===== src/rtl/ps2_pkg.sv =====
`timescale 1ns/1ps
// ps2_pkg -- definitions shared by the PS/2 host transmitter and the PS/2 receiver.
//   ps2_tx_state_t        : host-to-device transmit FSM state encoding
//   PS2_FRAME_BITS        : start + 8 data + parity + stop, counted by the device clock
//   PS2_INHIBIT_CYCLES_DEF: default clock-inhibit time (100 us at 100 MHz)
//   PS2_TIMEOUT_CYCLES_DEF: default frame watchdog limit (20 ms at 100 MHz)
//   PS2_LINE_CLK/DATA     : index of each line in the synchroniser vectors
package ps2_pkg;

    typedef enum logic [2:0] {
        ST_IDLE    = 3'd0,
        ST_INHIBIT = 3'd1,
        ST_START   = 3'd2,
        ST_BITS    = 3'd3,
        ST_STOP    = 3'd4,
        ST_ACK     = 3'd5,
        ST_RELEASE = 3'd6
    } ps2_tx_state_t;

    localparam int PS2_FRAME_BITS         = 11;
    localparam int PS2_INHIBIT_CYCLES_DEF = 10000;
    localparam int PS2_TIMEOUT_CYCLES_DEF = 2000000;

    localparam int PS2_LINE_CLK  = 0;
    localparam int PS2_LINE_DATA = 1;

    // PS/2 uses odd parity: the parity bit makes the total number of ones odd.
    function automatic logic ps2_odd_parity(input logic [7:0] data);
        return ~^data;
    endfunction

endpackage


===== src/rtl/ps2_host_tx_if.sv =====
`timescale 1ns/1ps
// ps2_host_tx_if -- command/status interface of the PS/2 host transmitter.
//   tx_data     : command byte to send
//   tx_valid    : request; accepted when tx_valid && tx_ready
//   tx_ready    : transmitter idle and able to accept a byte
//   done        : one-cycle pulse, frame sent and acknowledged
//   ack_err     : one-cycle pulse, device did not acknowledge
//   timeout_err : one-cycle pulse, frame watchdog expired (0 when watchdog not built)
// Modports: master = command source, slave = transmitter.
interface ps2_host_tx_if;
    logic [7:0] tx_data;
    logic       tx_valid;
    logic       tx_ready;
    logic       done;
    logic       ack_err;
    logic       timeout_err;

    modport master (
        output tx_data, tx_valid,
        input  tx_ready, done, ack_err, timeout_err
    );

    modport slave (
        input  tx_data, tx_valid,
        output tx_ready, done, ack_err, timeout_err
    );
endinterface


===== src/rtl/ps2_sync_edge.sv =====
`timescale 1ns/1ps
// ps2_sync_edge -- two-flop synchroniser plus falling-edge detector for one
// open-collector PS/2 line.
//   clk       : system clock
//   rst       : asynchronous active-low reset
//   line_i    : raw (asynchronous) line level
//   line_sync : synchronised line level
//   line_fall : 1 when the synchronised level was 1 last cycle and is 0 now
// Flops reset to 1 (the released/pulled-up level) so that leaving reset never
// produces a spurious falling edge.
module ps2_sync_edge (
    input  logic clk,
    input  logic rst,
    input  logic line_i,
    output logic line_sync,
    output logic line_fall
);

    logic meta_reg;
    logic sync_reg;
    logic sync_d_reg;

    always_ff @(posedge clk or negedge rst) begin
        if (!rst) begin
            meta_reg   <= 1'b1;
            sync_reg   <= 1'b1;
            sync_d_reg <= 1'b1;
        end else begin
            meta_reg   <= line_i;
            sync_reg   <= meta_reg;
            sync_d_reg <= sync_reg;
        end
    end

    assign line_sync = sync_reg;
    assign line_fall = sync_d_reg & ~sync_reg;

endmodule


===== src/rtl/ps2_host_tx.sv =====
`timescale 1ns/1ps
// ps2_host_tx -- PS/2 host-to-device command transmitter.
// Inhibits the bus by holding the PS/2 clock low, issues the start bit, then
// shifts out 8 data bits (LSB first), odd parity and the stop bit on the
// device-generated falling clock edges, and checks the device acknowledge.
//   Parameters : INHIBIT_CYCLES (clock-low time before start),
//                TIMEOUT_CYCLES (watchdog limit from START entry)
//   clk, rst   : system clock, asynchronous active-low reset
//   bus        : ps2_host_tx_if.slave (tx_data/tx_valid/tx_ready, done,
//                ack_err, timeout_err)
//   ps2_clk_i, ps2_data_i   : raw line levels
//   ps2_clk_oe, ps2_data_oe : 1 = pull line low, 0 = release
// Build option: define PS2_TX_TIMEOUT_EN to include the frame watchdog;
// otherwise timeout_err is constant 0 and the FSM waits indefinitely.
// INHIBIT_CYCLES must exceed the synchroniser latency (3 cycles) so the
// falling edge caused by our own clock inhibit is seen before START.
module ps2_host_tx
    import ps2_pkg::*;
#(
    parameter int INHIBIT_CYCLES = PS2_INHIBIT_CYCLES_DEF,
    parameter int TIMEOUT_CYCLES = PS2_TIMEOUT_CYCLES_DEF
) (
    input  logic          clk,
    input  logic          rst,
    ps2_host_tx_if.slave  bus,
    input  logic          ps2_clk_i,
    input  logic          ps2_data_i,
    output logic          ps2_clk_oe,
    output logic          ps2_data_oe
);

    localparam int INH_W = $clog2(INHIBIT_CYCLES + 1);
    localparam logic [INH_W-1:0] INH_LAST = INH_W'(INHIBIT_CYCLES - 1);

    // ---------------- line synchronisers ----------------
    logic [1:0] line_raw;
    logic [1:0] line_sync;
    logic [1:0] line_fall;

    assign line_raw[PS2_LINE_CLK]  = ps2_clk_i;
    assign line_raw[PS2_LINE_DATA] = ps2_data_i;

    for (genvar gi = 0; gi < 2; gi++) begin : g_sync
        ps2_sync_edge u_sync (
            .clk       (clk),
            .rst       (rst),
            .line_i    (line_raw[gi]),
            .line_sync (line_sync[gi]),
            .line_fall (line_fall[gi])
        );
    end

    logic clk_sync;
    logic data_sync;
    logic clk_fall;
    logic unused_data_fall;

    assign clk_sync  = line_sync[PS2_LINE_CLK];
    assign data_sync = line_sync[PS2_LINE_DATA];
    assign clk_fall  = line_fall[PS2_LINE_CLK];
    // The transmitter only reacts to device clock edges, never data edges.
    assign unused_data_fall = line_fall[PS2_LINE_DATA];

    // ---------------- FSM state ----------------
    ps2_tx_state_t    state_reg;
    logic             tx_ready_reg;
    logic             clk_oe_reg;
    logic             data_oe_reg;
    logic             done_reg;
    logic             ack_err_reg;
    logic [8:0]       shift_reg;     // {parity, data[7:0]}, bit 0 goes out next
    logic [3:0]       bit_cnt_reg;   // device falling edges seen in this frame
    logic [INH_W-1:0] inh_cnt_reg;

    logic done_evt;
    logic ack_fail_evt;

    assign done_evt     = (state_reg == ST_RELEASE) && clk_sync && data_sync;
    assign ack_fail_evt = (state_reg == ST_ACK) && clk_fall && data_sync;

`ifdef PS2_TX_TIMEOUT_EN
    localparam int WD_W = $clog2(TIMEOUT_CYCLES + 1);
    localparam logic [WD_W-1:0] WD_LAST = WD_W'(TIMEOUT_CYCLES - 1);

    logic [WD_W-1:0] wd_cnt_reg;
    logic            timeout_err_reg;
    logic            in_frame;
    logic            wd_fire;

    assign in_frame = (state_reg == ST_START) || (state_reg == ST_BITS) ||
                      (state_reg == ST_STOP)  || (state_reg == ST_ACK)  ||
                      (state_reg == ST_RELEASE);
    // A frame that finishes on the expiry cycle is reported as finished.
    assign wd_fire  = in_frame && (wd_cnt_reg == WD_LAST) && !done_evt && !ack_fail_evt;
`else
    localparam int unused_timeout_cycles = TIMEOUT_CYCLES;
`endif

    always_ff @(posedge clk or negedge rst) begin
        if (!rst) begin
            state_reg    <= ST_IDLE;
            tx_ready_reg <= 1'b0;
            clk_oe_reg   <= 1'b0;
            data_oe_reg  <= 1'b0;
            done_reg     <= 1'b0;
            ack_err_reg  <= 1'b0;
            shift_reg    <= '0;
            bit_cnt_reg  <= '0;
            inh_cnt_reg  <= '0;
`ifdef PS2_TX_TIMEOUT_EN
            wd_cnt_reg      <= '0;
            timeout_err_reg <= 1'b0;
`endif
        end else begin
            done_reg    <= 1'b0;
            ack_err_reg <= 1'b0;

            case (state_reg)
                ST_IDLE: begin
                    clk_oe_reg   <= 1'b0;
                    data_oe_reg  <= 1'b0;
                    tx_ready_reg <= 1'b1;
                    if (bus.tx_valid && tx_ready_reg) begin
                        tx_ready_reg <= 1'b0;
                        shift_reg    <= {ps2_odd_parity(bus.tx_data), bus.tx_data};
                        bit_cnt_reg  <= '0;
                        inh_cnt_reg  <= '0;
                        clk_oe_reg   <= 1'b1;
                        data_oe_reg  <= (INHIBIT_CYCLES == 1);
                        state_reg    <= ST_INHIBIT;
                    end
                end

                ST_INHIBIT: begin
                    if (inh_cnt_reg == INH_LAST) begin
                        // Release the clock with data already low: start bit.
                        clk_oe_reg  <= 1'b0;
                        data_oe_reg <= 1'b1;
                        state_reg   <= ST_START;
                    end else begin
                        inh_cnt_reg <= inh_cnt_reg + 1'b1;
                        // Pull data during the final inhibit cycle.
                        data_oe_reg <= (INH_W'(inh_cnt_reg + 1'b1) == INH_LAST);
                    end
                end

                ST_START: begin
                    if (clk_fall) begin
                        data_oe_reg <= ~shift_reg[0];
                        shift_reg   <= {1'b0, shift_reg[8:1]};
                        bit_cnt_reg <= 4'd1;
                        state_reg   <= ST_BITS;
                    end
                end

                ST_BITS: begin
                    if (clk_fall) begin
                        data_oe_reg <= ~shift_reg[0];
                        shift_reg   <= {1'b0, shift_reg[8:1]};
                        bit_cnt_reg <= bit_cnt_reg + 1'b1;
                        // Edge 9 puts the parity bit out.
                        if (bit_cnt_reg == 4'd8) begin
                            state_reg <= ST_STOP;
                        end
                    end
                end

                ST_STOP: begin
                    if (clk_fall) begin
                        data_oe_reg <= 1'b0;
                        bit_cnt_reg <= bit_cnt_reg + 1'b1;
                        state_reg   <= ST_ACK;
                    end
                end

                ST_ACK: begin
                    if (clk_fall) begin
                        bit_cnt_reg <= bit_cnt_reg + 1'b1;
                        if (ack_fail_evt) begin
                            ack_err_reg  <= 1'b1;
                            tx_ready_reg <= 1'b1;
                            state_reg    <= ST_IDLE;
                        end else begin
                            state_reg <= ST_RELEASE;
                        end
                    end
                end

                ST_RELEASE: begin
                    if (done_evt) begin
                        done_reg     <= 1'b1;
                        tx_ready_reg <= 1'b1;
                        state_reg    <= ST_IDLE;
                    end
                end

                default: begin
                    clk_oe_reg  <= 1'b0;
                    data_oe_reg <= 1'b0;
                    state_reg   <= ST_IDLE;
                end
            endcase

`ifdef PS2_TX_TIMEOUT_EN
            timeout_err_reg <= 1'b0;
            if (state_reg == ST_INHIBIT) begin
                wd_cnt_reg <= '0;
            end else if (wd_fire) begin
                // Overrides whatever the state logic decided this cycle.
                timeout_err_reg <= 1'b1;
                clk_oe_reg      <= 1'b0;
                data_oe_reg     <= 1'b0;
                tx_ready_reg    <= 1'b1;
                state_reg       <= ST_IDLE;
            end else if (in_frame) begin
                wd_cnt_reg <= wd_cnt_reg + 1'b1;
            end
`endif
        end
    end

    assign ps2_clk_oe   = clk_oe_reg;
    assign ps2_data_oe  = data_oe_reg;
    assign bus.tx_ready = tx_ready_reg;
    assign bus.done     = done_reg;
    assign bus.ack_err  = ack_err_reg;
`ifdef PS2_TX_TIMEOUT_EN
    assign bus.timeout_err = timeout_err_reg;
`else
    assign bus.timeout_err = 1'b0;
`endif

endmodule


===== src/flat_wrapper.sv =====
// flat-port wrapper written by rule: the top's interface ports become plain ports
module ps2_host_tx_flat import ps2_pkg::*;
#(
    parameter int INHIBIT_CYCLES = PS2_INHIBIT_CYCLES_DEF,
    parameter int TIMEOUT_CYCLES = PS2_TIMEOUT_CYCLES_DEF
)
  (clk, rst, ps2_clk_i, ps2_data_i, ps2_clk_oe, ps2_data_oe, bus_tx_data, bus_tx_valid, bus_tx_ready, bus_done, bus_ack_err, bus_timeout_err);
  ps2_host_tx_if bus_i ();
  input  logic clk;
  input  logic rst;
  input  logic ps2_clk_i;
  input  logic ps2_data_i;
  output logic ps2_clk_oe;
  output logic ps2_data_oe;
  input wire logic [$bits(bus_i.tx_data)-1:0] bus_tx_data;
  input wire logic [$bits(bus_i.tx_valid)-1:0] bus_tx_valid;
  output wire logic [$bits(bus_i.tx_ready)-1:0] bus_tx_ready;
  output wire logic [$bits(bus_i.done)-1:0] bus_done;
  output wire logic [$bits(bus_i.ack_err)-1:0] bus_ack_err;
  output wire logic [$bits(bus_i.timeout_err)-1:0] bus_timeout_err;
  assign bus_i.tx_data = bus_tx_data;
  assign bus_i.tx_valid = bus_tx_valid;
  assign bus_tx_ready = bus_i.tx_ready;
  assign bus_done = bus_i.done;
  assign bus_ack_err = bus_i.ack_err;
  assign bus_timeout_err = bus_i.timeout_err;
  ps2_host_tx #(.INHIBIT_CYCLES(INHIBIT_CYCLES), .TIMEOUT_CYCLES(TIMEOUT_CYCLES)) u_core (.clk(clk), .rst(rst), .bus(bus_i), .ps2_clk_i(ps2_clk_i), .ps2_data_i(ps2_data_i), .ps2_clk_oe(ps2_clk_oe), .ps2_data_oe(ps2_data_oe));
endmodule

===== config.mk =====
export PLATFORM = sky130hd
export DESIGN_NAME = ps2_host_tx_flat
export DESIGN_NICKNAME = d
export VERILOG_FILES = /design/src/rtl/ps2_pkg.sv /design/src/rtl/ps2_host_tx_if.sv /design/src/rtl/ps2_sync_edge.sv /design/src/rtl/ps2_host_tx.sv /design/src/flat_wrapper.sv
export SDC_FILE = /design/constraint.sdc
export NUM_CORES = 1
export LEC_CHECK = 0
export BUFFER_PORTS_ARGS = -buffer_cell sky130_fd_sc_hd__buf_2
export CAP_MARGIN = 20
export CORE_ASPECT_RATIO = 1.5
export CORE_MARGIN = 2
export CORE_UTILIZATION = 40
export CTS_CLUSTER_DIAMETER = 150
export DETAILED_ROUTE_END_ITERATION = 10
export PLACE_DENSITY_LB_ADDON = 0.2
export SYNTH_ARGS = -nofsm -noshare
export SYNTH_HDL_FRONTEND = slang
export SYNTH_SLANG_ARGS = --single-unit
export TNS_END_PERCENT = 10

===== constraint.sdc =====
create_clock -name clk -period 5.1 [get_ports clk]
set_clock_uncertainty 0.15 [all_clocks]
set_input_delay 0.765 -clock clk [delete_from_list [all_inputs] [get_ports clk]]
set_output_delay 0.765 -clock clk [all_outputs]
set_load 0.05 [all_outputs]

# Word level (Yosys, flattened, before mapping)
# Cells that the tools add are included.
# W data, S select, Z words.
# totals
register_bits	40
inputBits	13
word_cells	101
out_inout_bits	6
# op_classes
n_addsub	2
muxes	37
n_eq_ne	21
n_bitwise	5
n_reduce_logical	22
# op_table
operator	n
$eq A14 B14 Y1 const B	2
$mux W14	2
$pmux W14 S2	1
$mux W3	9
$ne A2 B1 Y1 const B	11
$pmux W3 S7	1
$mux W9	2
$pmux W9 S2	1
$add A14 B1 Y14 const B	1
$mux W1	14
$mux W4	3
$pmux W4 S3	1
$eq A3 B3 Y1 const B	3
$reduce_and A3 Y1	3
$reduce_and A4 Y1	2
$reduce_and A8 Y1	1
$reduce_xnor A8 Y1	1
$eq A3 B2 Y1 const B	2
$pmux W1 S3	2
$reduce_bool A3 Y1	2
$logic_and A1 B1 Y1	5
$reduce_or A5 Y1	1
$add A4 B1 Y4 const B	1
$eq A4 B4 Y1 const B	1
10 further kinds	15

# Logic depth before layout (Yosys ltp)
# Gate-level depths: netlist of run 1.
# depth
word_depth	7
depth_mapped	7
ltp_nobuf	7

# Cells and area by module
# A second synthesis of run 1 with hierarchy kept.
# unflattened
hier_cells	249
area_unflattened_um2	2354.8
# modules_own_cells
module	area_per_inst_um2	instances	cells_per_inst	seq_area_each_um2
ps2_host_tx	2169.6	1	241	875.8
ps2_sync_edge	92.6	2	4	78.8

# Least setup slack after synthesis of run 1
# Ideal clock, no wire load.
# synth_path
path_type	input to register
startpoint	in bus_tx_valid
endpoint	reg u_core.shift_reg[1]
arrival_ns	1.717
path_buffers	1
cell_stages	6
slack_ns	3.155
required_time_ns	4.873
path_cell_list	and3b_1 > mux2i_1 > nor2_1 > clkbuf_1 > nor2_1 > a21oi_1
# synth_between
elab_chain_cells	3
# synth_rtl
element	line_no	source
start: declaration	flat_wrapper.sv:16	input wire logic [$bits(bus_i.tx_valid)-1:0] bus_tx_valid;
$logic_and A1 B1 Y1	ps2_host_tx.sv:123	if (bus.tx_valid && tx_ready_reg) begin
$ne A2 B1 Y1 (no line)	--	
$reduce_and A3 Y1 (no line)	--	
end signal: assignment	ps2_host_tx.sv:125	shift_reg <= {ps2_odd_parity(bus.tx_data), bus.tx_data};
end signal: assignment	ps2_host_tx.sv:150	shift_reg <= {1'b0, shift_reg[8:1]};
end signal: assignment	ps2_host_tx.sv:159	shift_reg <= {1'b0, shift_reg[8:1]};
end: declaration	ps2_host_tx.sv:71	logic [8:0] shift_reg;
# No other way between the ends.
# A chain may end at the register's enable or synchronous reset.

# Worst setup path in the final report of run 1
# layout_path
startpoint	reg u_core.g_sync[0].u_sync.sync_d_reg
endpoint	reg u_core.shift_reg[3]
# layout_between
elab_chain_cells	3
# layout_rtl
element	line_no	source
start: declaration	ps2_sync_edge.sv:21	logic sync_d_reg;
start signal: assignment	ps2_sync_edge.sv:31	sync_d_reg <= sync_reg;
$and A1 B1 Y1	ps2_sync_edge.sv:36	assign line_fall = sync_d_reg & ~sync_reg;
$ne A2 B1 Y1 (no line)	--	
$reduce_and A3 Y1 (no line)	--	
# No other way between the ends.

==> results.ini, run 1 <==
[final_layout]
area_growth_syn_to_layout_pct = 8.88
fin_nets = 284
final_cell_count_no_fill = 340
n_antenna_cell = 0
largest_reg_flops = 14
drive_above_1_share = 0.138

[setup_path]
path_cells = nor2b_1, mux2i_1, nor2_1, a21oi_1
r2r_end = u_core.shift_reg[3]
path_delay_family = simple AND/OR/NAND/NOR gates
cp_max_fo = 16
start_kind = register
crit_path_end_kind = register
cp_num_buf_inv = 0
r2r-start = u_core.g_sync[0].u_sync.sync_d_reg
criticalPathCategory = reg -> reg
required_ns = 5.07
worstPathArrival_ns = 2.59
max_stage_delay_ns = 0.73
crit_cells = 4
slowest_stage = nor2_1
r2r_slack_ns = 2.48
r2r_cells = 4

[die]
fp.dieH_um = 97.4
initial_core_util = 0.408
die-area_mm2 = 0.00645
boundaryPins = 19
coreArea_mm2 = 0.00570
fp.dieW_um = 66.2
rows = 34

[drt]
drt-total-wl_mm = 4.98
vias = 1898
drt-initial-drc-count = 108
vias_per_cell = 5.58
wire_per_inst_um = 14.6
drc = 0
ant_nets = 0
firstDrtPassIters = 6

[placement]
dpl.cell_count = 332
gp_congestion = 0.821
post-dp-hpwl_mm = 3.48
port_buffers = 17

[power]
leakage_uw = 0.00109
ir_drop_v = 0.000267
p_per_area_mw_per_mm2 = 531

[sta]
hold_violations = 0
period_needed_ns = 2.62
setup-tns-final_ns = 0
slew_viol_final = 0
rsz0062_at_grt = false
finalCritPeriodShare = 0.514
slew_headroom = 0.390
clock.fmax_ghz = 0.382
worst_pin_slew_ns = 0.915
setup_viol = 0

[clocking]
clockBufferDepth = 2
cts_sinks = 40
clk_pin_slew_ns = 0.08
cts_root_buf = clkbuf_8
cts_buffers = 5
htreeDepth = 2
hold_buffers = 0
cts_tree = done
cts_resized = 0
clock_latency_ns = 0.29
post-cts-setup-buffer-count = 0

[synth]
synth_ff_type = dfrtp_1
avgSynthCellArea_um2 = 9.01
synth_edf_count = 0
synthDistinctLibCells = 56
postSynthNetCount = 275
ys_ff_latch = 40
syn-instance-count = 258
yosysMostFrequentCell = dfrtp_1
synthesis.area_mm2 = 0.00232
yosysTopAreaCell = dfrtp_1
synthTopCellsByCount = dfrtp_1, nor2_1, o21ai_0
synth_area_leaders = dfrtp_1, dfstp_2, o21ai_0
yosysTopAreaCellShare = 0.377
synth-seq-area-share = 0.433
yosys_warnings = 0
synthArstFlopShare = 1.00

[min_path]
min_from = u_core.g_sync[1].u_sync.meta_reg
min_path_type = reg -> reg
hold_end = u_core.g_sync[1].u_sync.line_sync
hold-path-cell-count = 0

[global_routing]
grt_pass1_vias = 1931
grt_pass1_wl_mm = 8.73
antenna_found_initial = 0
grt_overflow = 0
grt_max_degree = 41
grt_usage = 0.171

[flow_run]
cap_violations = 0

[outcome]
outcome = complete, no violations

-- power breakdown --
part,leakage [uW],internal [uW],switching (uW)
Clock,0.0000552,145,111
Sequential,0.000493,432,152
Combinational,0.000545,204,300
-- area by class of cell --
| cell class | count | area [um2] |
|---|---|---|
| multi-input cells | 196 | 1210 |
| well taps | 72 | 90.1 |
| fillers | 580 | 3170 |
| clock buffers | 6 | 72.6 |
| inverters | 7 | 26.3 |
| flip-flops and latches | 40 | 1010 |
| clock inverters | 2 | 35.0 |
| repair buffers | 17 | 85.1 |
-- layout by cell type (no fill, tap or decap), types with 3 or more instances in the layout --
cell	instances
ha_1	4
xnor2_1	7
nor2_1	25
o31ai_1	6
o21ai_1	5
dfrtp_1	35
nand2_1	23
dfstp_2	5
buf_2	17
xor2_1	6
nand4_1	3
mux2i_1	10
o21ai_0	24
clkbuf_8	5
a31oi_1	4
nor2b_1	3
nand3_1	10
nor3_1	3
nor3b_1	3
o22ai_1	3
a21oi_1	20
inv_1	6
-- worst max path at each step --
stage / startpoint / end
final: u_core.g_sync[0].u_sync.sync_d_reg / u_core.shift_reg[3]
after global routing: u_core.g_sync[0].u_sync.sync_d_reg / u_core.shift_reg[3]
after CTS: u_core.g_sync[0].u_sync.sync_d_reg / u_core.shift_reg[3]
after detailed placement: u_core.g_sync[0].u_sync.sync_d_reg / u_core.shift_reg[3]
after global placement: u_core.g_sync[0].u_sync.sync_d_reg / u_core.shift_reg[3]
after floorplan: bus_tx_valid / u_core.shift_reg[1]
-- logic make-up after synthesis --
| group | share of synthesized area |
|---|---|
| simple gates | 0.191 |
| compound gates | 0.217 |
| flops | 0.433 |
| buf+inv | 0.0441 |
| xor+xnor | 0.0490 |
| mux | 0.0431 |
| fa+ha+maj | 0.0215 |
| other cells | 0.00161 |
-- routing by layer --
layer	vias to the layer above	GRT usage	routed length (um)
met5	-	0	0
met4	0	0.0518	51
met3	4	0.0371	100
met2	16	0.305	2710
met1	931	0.197	2110
li1	947	-	-
-- per-stage QoR --
stage               hold slack, ns  instance area [um2]  worst slack (ns)   util  power, uW
floorplan                    0.195                 2320              3.16      -        981
global placement             0.197                 2420              2.61  0.425       1080
CTS                          0.211                 2530              2.47  0.444       1360
global route                 0.210                 2530              2.15  0.444       1470
detailed placement           0.198                 2420              2.51  0.425       1090
finish                       0.204                 2530              2.48  0.444       1340
(Power assumes the default switching activity.)
==> run 2: changes to the inputs <==
==> constraint.sdc (replaced) <==
create_clock -name clk -period 2.2 [get_ports clk]
set_clock_uncertainty 0.15 [all_clocks]
set_input_delay 0.33 -clock clk [delete_from_list [all_inputs] [get_ports clk]]
set_output_delay 0.33 -clock clk [all_outputs]
set_load 0.05 [all_outputs]
==> results.ini, run 2 (synthesis gave the netlist of run 1 again) <==
[outcome]
outcome = complete, no violations

[placement]
place_ws_ns = 0.193
gp_congestion = 0.802
post-dp-hpwl_mm = 3.63
dpl.cell_count = 343
port_buffers = 17

[min_path]
min_path_type = reg -> reg
hold-path-cell-count = 0

[drt]
firstDrtPassIters = 4
drt-initial-drc-count = 174
drt-total-wl_mm = 5.07
vias = 1957
drc = 0
ant_nets = 0
vias_per_cell = 5.53
wire_per_inst_um = 14.3

[flow_run]
cap_violations = 0

[die]
coreArea_mm2 = 0.00570
initial_core_util = 0.408
fp.dieW_um = 66.2
die-area_mm2 = 0.00645
fp.dieH_um = 97.4
boundaryPins = 19
rows = 34

[power]
clockPowerShare = 0.162
finalPower_uw = 3130
switching_share = 0.423
p_comb_frac = 0.428
intPower_uw = 1810
p_seq_frac = 0.410
p_per_area_mw_per_mm2 = 1190
ir_drop_v = 0.000594
p_sw_uw = 1320
leakage_uw = 0.00116

[final_layout]
final_util = 0.461
drive_above_1_share = 0.174
largest_reg_flops = 14
area_growth_syn_to_layout_pct = 13.1
n_antenna_cell = 0
n_fill_cell = 575
final_cell_count_no_fill = 354
fin_nets = 298
layout_commonest_cell = dfrtp_1
layout_common_cells = dfrtp_1, nor2_1, o21ai_0, nand2_1, a21oi_1

[global_routing]
grt_pass1_vias = 1912
grt_usage = 0.175
grt_max_degree = 41
antenna_found_initial = 0
grt_pass1_wl_mm = 8.83
grt_overflow = 0

[sta]
slew_viol_final = 0
setup-tns-final_ns = 0
hold_violations = 0
worst_pin_slew_ns = 0.518
clock.fmax_ghz = 0.496
finalWorstSetupSlack_ns = 0.183
period_needed_ns = 2.02
slew_headroom = 0.655
rsz0062_at_grt = false
setup_viol = 0
finalCritPeriodShare = 0.917

[setup_path]
max_stage_delay_ns = 0.43
start_kind = register
crit_path_end_kind = register
path_cells = ha_1, and3_2, nand4_1, o21ai_2, buf_4, o21ai_0, o41ai_1
r2r_slack_ns = 0.18
crit_cells = 7
worstPathArrival_ns = 2.04
slowest_stage = dfrtp_1
required_ns = 2.23
criticalPathCategory = reg -> reg
cp_num_buf_inv = 1
path_delay_family = simple AND/OR/NAND/NOR gates
r2r_cells = 7
cp_max_fo = 14

[clocking]
cts_root_buf = clkbuf_8
cts_resized = 0
cts_sinks = 40
htreeDepth = 2
cts_tree = done
post-cts-setup-buffer-count = 0
clock_latency_ns = 0.29
cts_buffers = 5
clockBufferDepth = 2
clk_pin_slew_ns = 0.08

-- run 2: routing by layer --
layer	GRT usage	vias up	wire length, um
met5	0	-	0
met4	0.0691	0	93
met3	0.0324	8	141
met2	0.307	35	2720
met1	0.205	940	2110
li1	-	974	-
-- run 2: per-stage QoR --
step	area, um2	hold WS (ns)
floorplan	2320	-0.116
global placement	2510	0.195
detailed placement	2510	0.197
CTS	2630	0.206
global route	2630	0.212
finish	2630	0.207
-- run 2: worst register-to-register path, stage by stage, from the launching register on --
cell,delay (ns)
dfrtp_1,0.43
ha_1,0.26
and3_2,0.24
nand4_1,0.23
o21ai_2,0.20
buf_4,0.21
o21ai_0,0.11
o41ai_1,0.07
-- run 2: worst paths after layout --
check	startpoint	to
setup / recovery	u_core.inh_cnt_reg[0]	u_core.inh_cnt_reg[12]
hold / removal	u_core.g_sync[0].u_sync.meta_reg	u_core.g_sync[0].u_sync.line_sync
setup reg to reg	u_core.inh_cnt_reg[0]	u_core.inh_cnt_reg[12]
hold reg to reg	u_core.g_sync[0].u_sync.meta_reg	u_core.g_sync[0].u_sync.line_sync
max in group asynchronous	rst	u_core.g_sync[1].u_sync.meta_reg
min in group asynchronous	rst	u_core.inh_cnt_reg[7]
-- run 2: power groups by stage --
stage | Sequential (uW) | Combinational (uW) | Clock, uW
after floorplan | 1280 | 994 | 0
after global placement | 1290 | 1340 | 0
after detailed placement | 1290 | 1350 | 0
after CTS | 1280 | 1360 | 530
after global routing | 1330 | 1530 | 558
final | 1280 | 1340 | 506
-- run 2: final cells by class --
class | count | area [um2] | area share
inverter | 7 | 26.3 | 0.0100
timing repair buffer | 31 | 198 | 0.0752
tap | 72 | 90.1 | 0.0343
multi-input combinational | 196 | 1210 | 0.462
sequential | 40 | 1010 | 0.383
clock buffer | 6 | 82.6 | 0.0314
clock inverter | 2 | 10.0 | 0.00381
-- run 2: timing repair --
item                                    4_1_cts  5_1_grt
endpoints found under the hold margin        37        0
hold buffers                                  3        0
endpoints found under the setup margin        0        0
==> run 3: changes to the inputs <==
==> constraint.sdc (replaced) <==
create_clock -name clk -period 1.95 [get_ports clk]
set_clock_uncertainty 0.15 [all_clocks]
set_input_delay 0.2925 -clock clk [delete_from_list [all_inputs] [get_ports clk]]
set_output_delay 0.2925 -clock clk [all_outputs]
set_load 0.05 [all_outputs]
==> results.ini, run 3 (synthesis gave the netlist of run 1 again) <==
[placement]
gp_congestion = 0.805
post-dp-hpwl_mm = 4.08
post_dp_cell_area_mm2 = 0.00261
port_buffers = 17

[die]
rows = 34
fp.dieW_um = 66.2
initial_core_util = 0.408
coreArea_mm2 = 0.00570
die-area_mm2 = 0.00645
boundaryPins = 19
fp.dieH_um = 97.4

[sta]
setup_viol = 0
clock.fmax_ghz = 0.528
hold_slack_ns = 0.177
period_needed_ns = 1.89
slew_viol_final = 0
finalCritPeriodShare = 0.971
rsz0062_at_grt = true
hold_violations = 0

[setup_path]
cp_num_buf_inv = 0
r2r_cells = 5
worstPathArrival_ns = 1.95
required_ns = 2.01
r2r_slack_ns = 0.06
r2r-start = u_core.inh_cnt_reg[4]
crit_path_end_kind = register
r2r_end = u_core.ps2_data_oe
start_kind = register
max_stage_delay_ns = 0.46
path_delay_family = simple AND/OR/NAND/NOR gates
criticalPathCategory = reg -> reg
cp_max_fo = 6
path_cells = nand4_2, or3_1, a2bb2oi_1, o22a_1, o31ai_2
slowest_stage = dfrtp_2

[clocking]
post-cts-setup-buffer-count = 0
clock_latency_ns = 0.30
htreeDepth = 2
cts_root_buf = clkbuf_8
cts_tree = done
cts_sinks = 40
clockBufferDepth = 2
cts_buffers = 5
clk_pin_slew_ns = 0.08

[final_layout]
multi_input_area_mm2 = 0.00123
layout_common_cells = dfrtp_1, nor2_1, buf_4, o21ai_0, nand2_1
drive_above_1_share = 0.230
area_growth_syn_to_layout_pct = 19.0
n_antenna_cell = 0
regArea_mm2 = 0.00101
finish.instance_area_mm2 = 0.00277
fin_nets = 312
largest_reg_flops = 14
n_fill_cell = 553
layout_commonest_cell = dfrtp_1

[min_path]
hold_end = u_core.shift_reg[6]
hold-path-cell-count = 3
min_from = bus_tx_data[6]
min_path_type = in -> reg

[global_routing]
grt_pass1_vias = 2026
grt_pass1_wl_mm = 9.25
grt_usage = 0.183
antenna_found_initial = 0
grt_overflow = 0
grt_max_degree = 24

[drt]
drt-total-wl_mm = 5.49
drt-initial-drc-count = 125
drc = 0
wire_per_inst_um = 14.9
ant_nets = 0
vias = 2039
firstDrtPassIters = 4
vias_per_cell = 5.54

[power]
ir_drop_v = 0.000647
p_per_area_mw_per_mm2 = 1390
finalPower_uw = 3840
leakage_uw = 0.00122

[outcome]
outcome = complete, no violations

[flow_run]
cap_violations = 0

-- run 3: changes by cell type in the layout (fill, tap and decap cells not counted) --
cell,before,now
clkinv_2,2,1
clkbuf_8,6,5
ha_1,4,3
bufinv_16,0,1
dfrtp_2,0,5
ha_2,0,1
dfrtp_1,35,30
nor4_4,0,1
buf_4,11,25
nor4_2,1,0
clkbuf_1,0,1
-- run 3: what timing repair did --
item	CTS	global route
hold endpoints to repair	15	0
hold buffers	3	0
setup endpoints to repair	0	12
resized for setup	0	7
-- run 3: per-stage QoR --
step / setup WS [ns] / util / TNS (ns) / std cells
2_1_floorplan: 0.0206 / - / 0 / 258
3_3_place_gp: 0.0597 / 0.458 / 0 / 357
3_5_place_dp: 0.0240 / 0.458 / 0 / 357
4_1_cts: 0.000255 / 0.482 / 0 / 368
5_1_grt: -0.0100 / 0.485 / -0.0197 / 368
6_report: 0.0573 / 0.485 / 0 / 368
-- run 3: layout make-up --
type | count | area share
Timing Repair Buffer | 45 | 0.109
Sequential cell | 40 | 0.366
Inverter | 7 | 0.00950
Clock inverter | 2 | 0.0127
Clock buffer | 6 | 0.0262
Multi-Input combinational cell | 196 | 0.443
Tap cell | 72 | 0.0326
-- run 3: power breakdown --
group | leakage, uW | switching (uW) | total (uW) | internal [uW]
Clock | 0.0000552 | 310 | 690 | 380
Sequential | 0.000487 | 291 | 1430 | 1140
Combinational | 0.000682 | 984 | 1720 | 733
-- run 3: worst max path at each step --
stage	start	to	depth (start not counted)
finish	u_core.inh_cnt_reg[4]	u_core.ps2_data_oe	5
detailed placement	u_core.inh_cnt_reg[4]	u_core.ps2_data_oe	5
CTS	u_core.inh_cnt_reg[4]	u_core.ps2_data_oe	5
global route	u_core.inh_cnt_reg[4]	u_core.ps2_data_oe	5
global placement	u_core.inh_cnt_reg[4]	u_core.ps2_data_oe	5
floorplan	u_core.bus.tx_ready	u_core.shift_reg[1]	6
-- run 3: worst register-to-register path, cell delays in order (launching register included) --
cell and delay, ns:
dfrtp_2 0.46, nand4_2 0.19, or3_1 0.42, a2bb2oi_1 0.16
o22a_1 0.21, o31ai_2 0.23
-- run 3: per-layer routing --
layer | part of all wire | GRT usage | up-vias | routed length [um]
met5 | 0 | 0 | - | 0
met4 | 0.022 | 0.0706 | 0 | 120
met3 | 0.022 | 0.0301 | 10 | 123
met2 | 0.53 | 0.333 | 28 | 2890
met1 | 0.43 | 0.206 | 1002 | 2350
li1 | - | - | 999 | -
